$ cat config.mk
export PLATFORM = sky130hd
export DESIGN_NAME = countdown_display
export DESIGN_NICKNAME = d
export VERILOG_FILES = /design/src/rtl/bomb_pkg.sv /design/src/rtl/bcd_to_seg.sv /design/src/rtl/countdown_display.sv
export SDC_FILE = /design/constraint.sdc
export NUM_CORES = 1
export LEC_CHECK = 0
export CELL_PAD_IN_SITES_DETAIL_PLACEMENT = 1
export CELL_PAD_IN_SITES_GLOBAL_PLACEMENT = 1
export CORE_UTILIZATION = 44
export DETAILED_ROUTE_END_ITERATION = 6
export PLACE_DENSITY = 0.91
export SKIP_LAST_GASP = 1
export SYNTH_ARGS = -nofsm -noshare
export SYNTH_HDL_FRONTEND = slang
export SYNTH_SLANG_ARGS = --single-unit
$ cat constraint.sdc
create_clock -name clk -period 5.9 [get_ports clk]
set_clock_uncertainty 0.15 [all_clocks]
set_input_delay 1.18 -clock clk [delete_from_list [all_inputs] [get_ports clk]]
set_output_delay 1.18 -clock clk [all_outputs]
set_load 0.01 [all_outputs]
$ cat src/rtl/bomb_pkg.sv
// Shared definitions for the bomb game display blocks: controller state
// codes, the display FSM state type and fixed segment patterns.
package bomb_pkg;

  // Game controller state codes published on the game_state bus
  localparam logic [7:0] GS_ARMED    = 8'h10;
  localparam logic [7:0] GS_DEFUSED  = 8'h20;
  localparam logic [7:0] GS_EXPLODED = 8'h30;

  // Display FSM states
  typedef enum logic [1:0] {
    IDLE    = 2'd0,
    RUN     = 2'd1,
    WARN    = 2'd2,
    EXPIRED = 2'd3
  } disp_state_t;

  // Active-low segment patterns, bit order {g,f,e,d,c,b,a}
  localparam logic [6:0] SEG_BLANK = 7'h7F;
  localparam logic [6:0] SEG_DASH  = 7'h3F;

endpackage

$ cat src/rtl/bcd_to_seg.sv
// Combinational BCD to active-low 7-segment decoder, bit order {g,f,e,d,c,b,a}.
// Non-decimal codes 10..15 show a dash so corrupt digits are visible.
module bcd_to_seg (
  input  logic [3:0] bcd,
  output logic [6:0] seg_n
);
  import bomb_pkg::*;

  // Pattern lookup; the default covers the non-decimal codes
  always_comb begin
    seg_n = SEG_DASH;
    case (bcd)
      4'd0: seg_n = 7'h40;
      4'd1: seg_n = 7'h79;
      4'd2: seg_n = 7'h24;
      4'd3: seg_n = 7'h30;
      4'd4: seg_n = 7'h19;
      4'd5: seg_n = 7'h12;
      4'd6: seg_n = 7'h02;
      4'd7: seg_n = 7'h78;
      4'd8: seg_n = 7'h00;
      4'd9: seg_n = 7'h10;
      default: seg_n = SEG_DASH;
    endcase
  end

endmodule

$ cat src/rtl/countdown_display.sv
// Countdown display consumer: scans three BCD digits onto a multiplexed
// 7-segment display, blinks it while time is low or expired, and reports
// a level warn flag and a one-cycle expired pulse to the game controller.
module countdown_display #(
  parameter int REFRESH_DIV = 50000,
  parameter int BLINK_DIV   = 12500000,
  parameter int WARN_SECS   = 10
) (
  input  logic       clk,
  input  logic       reset,
  input  logic [7:0] game_state,
  input  logic       sec_timer,
  input  logic [3:0] value_three,
  input  logic [3:0] value_two,
  input  logic [3:0] value_one,
  output logic [6:0] seg_n,
  output logic [2:0] an_n,
  output logic       warn,
  output logic       expired
);
  import bomb_pkg::*;

  localparam int REFRESH_W = (REFRESH_DIV > 1) ? $clog2(REFRESH_DIV) : 1;
  localparam int BLINK_W   = (BLINK_DIV > 1) ? $clog2(BLINK_DIV) : 1;
  localparam logic [REFRESH_W-1:0] REFRESH_LAST = REFRESH_W'(REFRESH_DIV - 1);
  localparam logic [BLINK_W-1:0]   BLINK_LAST   = BLINK_W'(BLINK_DIV - 1);
  localparam logic [9:0]           WARN_LIMIT   = 10'(WARN_SECS);

  logic                 armed;
  logic [9:0]           secs;
  logic                 expire_cond;
  disp_state_t          state_reg, state_next;
  logic                 blinking_next;
  logic                 state_change;
  logic                 expired_next;
  logic                 warn_next;
  logic [REFRESH_W-1:0] refresh_cnt_reg;
  logic [1:0]           scan_idx_reg;
  logic [BLINK_W-1:0]   blink_cnt_reg;
  logic                 blink_phase_reg;
  logic [3:0]           scan_digit;
  logic [2:0]           scan_an;
  logic [2:0]           an_next;
  logic [6:0]           seg_decoded;
  logic [6:0]           seg_n_reg;
  logic [2:0]           an_n_reg;
  logic                 warn_reg;
  logic                 expired_reg;

  // Seconds remaining; wraps modulo 1024 if non-decimal digits are present
  assign armed       = (game_state == GS_ARMED);
  assign secs        = 10'(value_three) * 10'd100 + 10'(value_two) * 10'd10 + 10'(value_one);
  assign expire_cond = (secs == 10'd0) && sec_timer;

  // FSM state register
  always_ff @(posedge clk) begin
    if (!reset) state_reg <= IDLE;
    else        state_reg <= state_next;
  end

  // Next-state: disarm beats expiry, expiry beats warn
  always_comb begin
    state_next = state_reg;
    case (state_reg)
      IDLE: begin
        if (armed) state_next = RUN;
      end
      RUN: begin
        if (!armed)                  state_next = IDLE;
        else if (expire_cond)        state_next = EXPIRED;
        else if (secs <= WARN_LIMIT) state_next = WARN;
      end
      WARN: begin
        if (!armed)           state_next = IDLE;
        else if (expire_cond) state_next = EXPIRED;
      end
      EXPIRED: begin
        if (!armed) state_next = IDLE;
      end
      default: state_next = IDLE;
    endcase
  end

  // Status flags derived from the transition being taken this cycle
  assign blinking_next = (state_next == WARN) || (state_next == EXPIRED);
  assign state_change  = (state_next != state_reg);
  assign expired_next  = (state_next == EXPIRED) &&
                         ((state_reg == RUN) || (state_reg == WARN));
  assign warn_next     = (state_next == WARN);

  // Free-running scan slot timer and digit index
  always_ff @(posedge clk) begin
    if (!reset) begin
      refresh_cnt_reg <= '0;
      scan_idx_reg    <= 2'd0;
    end else if (refresh_cnt_reg == REFRESH_LAST) begin
      refresh_cnt_reg <= '0;
      scan_idx_reg    <= (scan_idx_reg == 2'd2) ? 2'd0 : scan_idx_reg + 2'd1;
    end else begin
      refresh_cnt_reg <= refresh_cnt_reg + 1'b1;
    end
  end

  // Blink timer: restarts on every entry to a blinking state, idle otherwise
  always_ff @(posedge clk) begin
    if (!reset) begin
      blink_cnt_reg   <= '0;
      blink_phase_reg <= 1'b0;
    end else if (blinking_next && !state_change) begin
      if (blink_cnt_reg == BLINK_LAST) begin
        blink_cnt_reg   <= '0;
        blink_phase_reg <= ~blink_phase_reg;
      end else begin
        blink_cnt_reg <= blink_cnt_reg + 1'b1;
      end
    end else begin
      blink_cnt_reg   <= '0;
      blink_phase_reg <= 1'b0;
    end
  end

  // Digit mux: index 0 is the right-hand units digit
  always_comb begin
    scan_digit = value_one;
    case (scan_idx_reg)
      2'd1:    scan_digit = value_two;
      2'd2:    scan_digit = value_three;
      default: scan_digit = value_one;
    endcase
  end

  // One active-low enable per digit position
  generate
    for (genvar gi = 0; gi < 3; gi++) begin : g_an
      assign scan_an[gi] = (scan_idx_reg != 2'(gi));
    end
  endgenerate

  assign an_next = blink_phase_reg ? 3'b111 : scan_an;

  bcd_to_seg u_bcd_to_seg (
    .bcd   (scan_digit),
    .seg_n (seg_decoded)
  );

  // Output registers
  always_ff @(posedge clk) begin
    if (!reset) begin
      seg_n_reg   <= SEG_BLANK;
      an_n_reg    <= 3'b111;
      warn_reg    <= 1'b0;
      expired_reg <= 1'b0;
    end else begin
      seg_n_reg   <= seg_decoded;
      an_n_reg    <= an_next;
      warn_reg    <= warn_next;
      expired_reg <= expired_next;
    end
  end

  assign seg_n   = seg_n_reg;
  assign an_n    = an_n_reg;
  assign warn    = warn_reg;
  assign expired = expired_reg;

endmodule

# Yosys cells after proc, flatten, opt, wreduce, memory -nomap -nowiden
# Memories as Yosys holds them, arrays and structs flattened. A register that Yosys moved wholly into a read port is not among the register bits.
# Cells that the tools add are included.
[op_classes]
reduce_logical = 14
n_bitwise = 3
addsub = 5
eq_ne = 13
magnitude_cmp = 1
n_mux = 10
mul = 2
[op_table]
columns = ["operator", "n"]
rows = [
  ["24-bit by 1-bit adder with 24-bit output (second input constant)", 1],
  ["24-bit == test (second input constant)", 1],
  ["16-bit by 1-bit adder with 16-bit output (second input constant)", 1],
  ["16-bit == test (second input constant)", 1],
  ["2-bit 2-to-1 mux", 8],
  ["10-bit by 4-bit adder with 10-bit output", 1],
  ["10-bit by 8-bit adder with 10-bit output", 1],
  ["2-bit == test (second input constant)", 5],
  ["10-bit by 4-bit less-or-equal comparator with 1-bit output (second input constant)", 1],
  ["10-bit zero test", 1],
  ["8-bit by 5-bit == test with 1-bit output (second input constant)", 1],
  ["4-bit by 5-bit multiplier with 8-bit output (second input constant)", 1],
  ["2-bit case mux with 4 select lines", 1],
  ["4-bit case mux with 2 select lines", 1],
  ["4-bit by 3-bit multiplier with 7-bit output (second input constant)", 1],
  ["2-bit by 1-bit == test with 1-bit output (second input constant)", 2],
  ["2-bit OR reduction", 2],
  ["1-bit logical AND", 3],
  ["1-bit inverter", 3],
  ["3-bit OR reduction", 1],
  ["2-bit by 1-bit adder with 2-bit output (second input constant)", 1],
  ["1-bit zero test", 2],
  ["2-bit zero test", 1],
  ["1-bit logical OR", 2],
  ["5 further kinds", 5],
]
[word_totals]
romBits = 112
n_memories = 1
in_bits = 23
register_bits = 50
output_inout_bits = 12
word_cells = 57
[mem_list]
columns = ["memory", "depth", "word_bits", "rd", "rd_ports_with_merged_regs", "wr", "line_no", "rtl"]
rows = [
  ["(name not given)", 16, 7, 1, 1, 0, "bcd_to_seg.sv:12", "case (bcd)"],
]

# Longest topological paths before layout
[depth]
ltp_word = 13
depth_mapped = 15
ltp_nobuf = 14

# Cells and area by module
# A second synthesis with hierarchy kept.
[unflattened]
hier_cells = 420
hier_area_um2 = 3686.0
[by_module_without_submodules]
columns = ["module", "area_each_um2", "cells_each", "instances", "seq_area_each_um2"]
rows = [
  ["countdown_display", 3445.8, 389, 1, 1141.1],
  ["bcd_to_seg", 240.2, 31, 1, 0.0],
]

# Least setup slack after synthesis
# No wires, ideal clock.
[synth_path]
path_type = "input -> register"
start = "input port value_two[1]"
end = "register expired_reg (netlist: expired)"
path_buffers = 0
path_slack_ns = 1.105
cell_stages = 13
t_required_ns = 5.690
setup_time_ns = 0.060
arrival_ns = 4.585
cell_sequence = "ha_1 -> ha_1 -> fa_1 -> xor2_1 -> ha_1 -> ha_1 -> a21oi_1 -> nand2_1 -> or3_1 -> a221o_1 -> or3_1 -> a211oi_2 -> o2111a_1"
[synth_between]
elab_chain_len = 10
elab_cells_between_ends = 14
classes_between = "2 x add/sub; 1 x mul; 1 x order compare; 1 x eq/ne; 6 x mux; 3 x reduce/logical"
[synth_rtl]
columns = ["element", "line_no", "rtl"]
rows = [
  ["from (decl)", "countdown_display.sv:14", "input logic [3:0] value_two,"],
  ["4-bit by 3-bit multiplier with 7-bit output *", "countdown_display.sv:52", "assign secs = 10'(value_three) * 10'd100 + 10'(value_two) * 10'd10 + 10'(value_one);"],
  ["10-bit by 8-bit adder with 10-bit output *", "countdown_display.sv:52", ""],
  ["10-bit by 4-bit adder with 10-bit output *", "countdown_display.sv:52", ""],
  ["10-bit by 4-bit less-or-equal comparator with 1-bit output / 10-bit zero test (equally long branches)", "countdown_display.sv:71, countdown_display.sv:53", ""],
  ["2-bit 2-to-1 mux / 1-bit logical AND (equally long branches)", "countdown_display.sv:71, countdown_display.sv:53", ""],
  ["2-bit 2-to-1 mux (on tied branches)", "countdown_display.sv:70, countdown_display.sv:75", ""],
  ["2-bit 2-to-1 mux (on tied branches)", "countdown_display.sv:69, countdown_display.sv:74", ""],
  ["2-bit case mux with 4 select lines *", "countdown_display.sv:64", "case (state_reg)"],
  ["2-bit == test *", "countdown_display.sv:87", "assign expired_next = (state_next == EXPIRED) &&"],
  ["1-bit logical AND *", "countdown_display.sv:87", ""],
  ["to (signal assigned)", "countdown_display.sv:157", "expired_reg <= expired_next;"],
  ["to (decl)", "countdown_display.sv:48", "logic expired_reg;"],
]
# Mark *: on every way between the ends. The rest lies on a longest branch, timed or not.
# A chain may end at the register's enable or synchronous reset.

# Worst setup path after layout
[layout_path]
start = "input port value_two[3]"
end = "register expired_reg (netlist: expired)"
# The elaborated chain is that of the path after synthesis.

==> results.json <==
{
  "path_common_cell": "ha_1",
  "portBuffers": 34,
  "drive_above_1_share_pct": 7.57,
  "holdPathStages": 1,
  "finalCriticalPeriod_ps": 5340,
  "tns_ps": 0,
  "hold_path_class": "flop to flop",
  "yosysTopAreaCell": "dfxtp_1",
  "hold_viol": 0,
  "area_delta_synth_final_pct": 19.0,
  "antenna_found_initial": 0,
  "layout.nets": 511,
  "rr_startpoint": "scan_idx_reg[0]",
  "timing.final.crit_share_pct": 90.5,
  "cp_slowest_cell": "clkdlybuf4s50_1",
  "worstPathMaxFanout": 6,
  "die_y_um": 91.9,
  "layout_commonest_cell": "dfxtp_1",
  "synth-warning-count": 0,
  "slew_headroom_pct": 49.5,
  "clock_latency_ps": 340,
  "rsz0062_at_grt": "no",
  "via_per_inst": 5.53,
  "grt-ovfl-total": 0,
  "coreArea_um2": 7770,
  "drc_errors": 0,
  "place.gp.congestion": 0.801,
  "synth_top_area_share_pct": 32.1,
  "power_density_nw_per_um2": 239,
  "start_kind": "input pin",
  "slew_violations": 0,
  "ys_types": 52,
  "yosys-top-cells-area": "dfxtp_1 (32%), ha_1 (14%), xor2_1 (7.1%)",
  "synth_edf_count": 0,
  "tightest_slew_ps": 749,
  "critical_path.max_stage_delay_ps": 550,
  "largest_reg_flops": 24,
  "finalSetupViolCount": 0,
  "clock_path_buffers": 2,
  "cts_tree": "built",
  "drt_iter0_drc": 132,
  "dp_hpwl_mm": 6.80,
  "synthFlopType": "dfxtp_1",
  "cts_root_buffer": "clkbuf_8",
  "r2r_cells": 8,
  "post_cts_buffers": 0,
  "instances_no_fill": 551,
  "insertedDiodeCount": 0,
  "timing.reg2reg.setup_slack_ps": 3300,
  "vdd_drop_max_mv": 0.0852,
  "r2r-end": "seg_n[5]",
  "cp.required_ps": 6020,
  "power.leakage_nw": 1.62,
  "grtUsageTotal_pct": 22.8,
  "synth-async-reset-ratio_pct": 0,
  "hold_buffers": 0,
  "cts_resized": 0,
  "rows": 32,
  "crit_type": "input pin to flop",
  "vias": 3047,
  "grt_pass1_wl_mm": 15.3,
  "ys_seq_area_share_pct": 32.1,
  "status": "completed",
  "max_freq_mhz": 187,
  "grt_pass1_vias": 3371,
  "syn-mean-instance-area_um2": 8.76,
  "cts_buffers": 9,
  "start_util_pct": 45.8,
  "crit_path_end_kind": "flop",
  "syn_inst": 406,
  "path_clk_slew_ps": 60,
  "cp_cell_sequence": "clkdlybuf4s50_1 > ha_1 > ha_1 > fa_1 > xor2_1 > ha_1 > ha_1 > a21oi_1 > nand2_1 > or3_1 > a221o_1 > or3_1 > nor4_1 > o2111a_1",
  "cp.arrival_ps": 5460,
  "cts.sinks": 57,
  "min_from": "blink_cnt_reg[0]",
  "post_drt_wl_per_cell_um": 16.2,
  "syn-num-nets": 473,
  "maxCapViolations": 0,
  "syn_area_um2": 3560,
  "final_cell_mix": "dfxtp_1 (57), nor2_1 (47), ha_1 (39), clkdlybuf4s50_1 (34)",
  "dieArea_um2": 8450,
  "dr.pass1.iters": 4,
  "die_x_um": 91.9,
  "post-place-cells": 535,
  "drt-total-wl_mm": 8.93,
  "grt_start_max_net_pins": 26,
  "postRouteAntennaNets": 0,
  "whs_endpoint": "blink_cnt_reg[0]",
  "num_io_pins": 35,
  "ys_ff_latch": 57,
  "htreeDepth": 3
}
==> cell type report <==
class                      count  area [µm²]
clock inverter                 5        77.6
sequential                    57        1140
inverter                      26        97.6
fill                         916        3530
clock buffer                  11         151
multi-input combinational    315        2280
tap                          102         128
timing repair buffer          35         360
==> power by group <==
group          switching [mW]  internal, mW
registers             0.00305         0.390
clock network           0.158         0.259
logic                   0.112        0.0903
==> cell usage after synthesis, types with 3 or more instances <==
cell type  number
dfxtp_1        57
xor2_1         29
ha_1           39
and3_1          7
clkbuf_1        6
xnor2_1        14
nor2b_1         7
nand2b_1        5
and4_1          3
nand3_1        28
nor3_2          9
nand2_1        29
or3_1           6
a21o_1          4
o21ai_0        13
nor3_1         10
a22oi_1         4
nand4_1         6
mux2i_1         4
a21oi_1        13
fa_1            5
nor2_1         47
inv_1          26
==> stage by stage <==
step / utilization, % / power (mW) / instance area [µm²] / hold slack [ps] / setup WS, ps
floorplan: - / 0.536 / 3560 / 276 / 1110
global placement: 51.5 / 0.588 / 4000 / 292 / 426
detailed placement: 51.5 / 0.604 / 4000 / 320 / 269
CTS: 54.5 / 1.02 / 4230 / 325 / 597
global route: 54.5 / 1.06 / 4230 / 341 / 469
finish: 54.5 / 1.01 / 4230 / 323 / 563
==> metal layers <==
metal / vias to the layer above / GRT usage, % / wire length (µm)
li1: 1487 / - / -
met4: 0 / 10.5 / 274
met1: 1481 / 25.0 / 3750
met3: 26 / 4.31 / 201
met5: - / 0 / 0
met2: 53 / 41.9 / 4710
==> cell families (layout without fill, tap and decap cells) <==
group                      Yosys count  count (layout)  share of synthesized area [%]
AOI/OAI and AO/OA                   51              51                           9.60
xor gates and xnor gates            43              43                           10.6
adders and majority gates           44              44                           16.5
buffers and inverters               34              77                           3.90
DFF                                 57              57                           32.1
muxes                                4               4                           1.13
and+or+nand+nor                    173             173                           26.2
==> critical path, delay by kind of cell <==
kind,cells,cell delay [ps]
AOI/OAI and AO/OA,3,820
xor gates and xnor gates,1,160
adders and majority gates,5,1600
buffers and inverters,1,550
and+or+nand+nor,4,1150
==> worst max path at each step <==
stage,cells after the start,slack (ps),endpoint,startpoint
final,14,560,expired,value_two[3]
after global routing,14,470,expired,value_two[3]
after CTS,14,600,expired,value_two[3]
after detailed placement,15,270,blink_cnt_reg[11],value_two[3]
after global placement,15,430,blink_cnt_reg[5],value_two[1]
after floorplan,13,1110,expired,value_two[1]
Power figures use the tool's default switching activity.
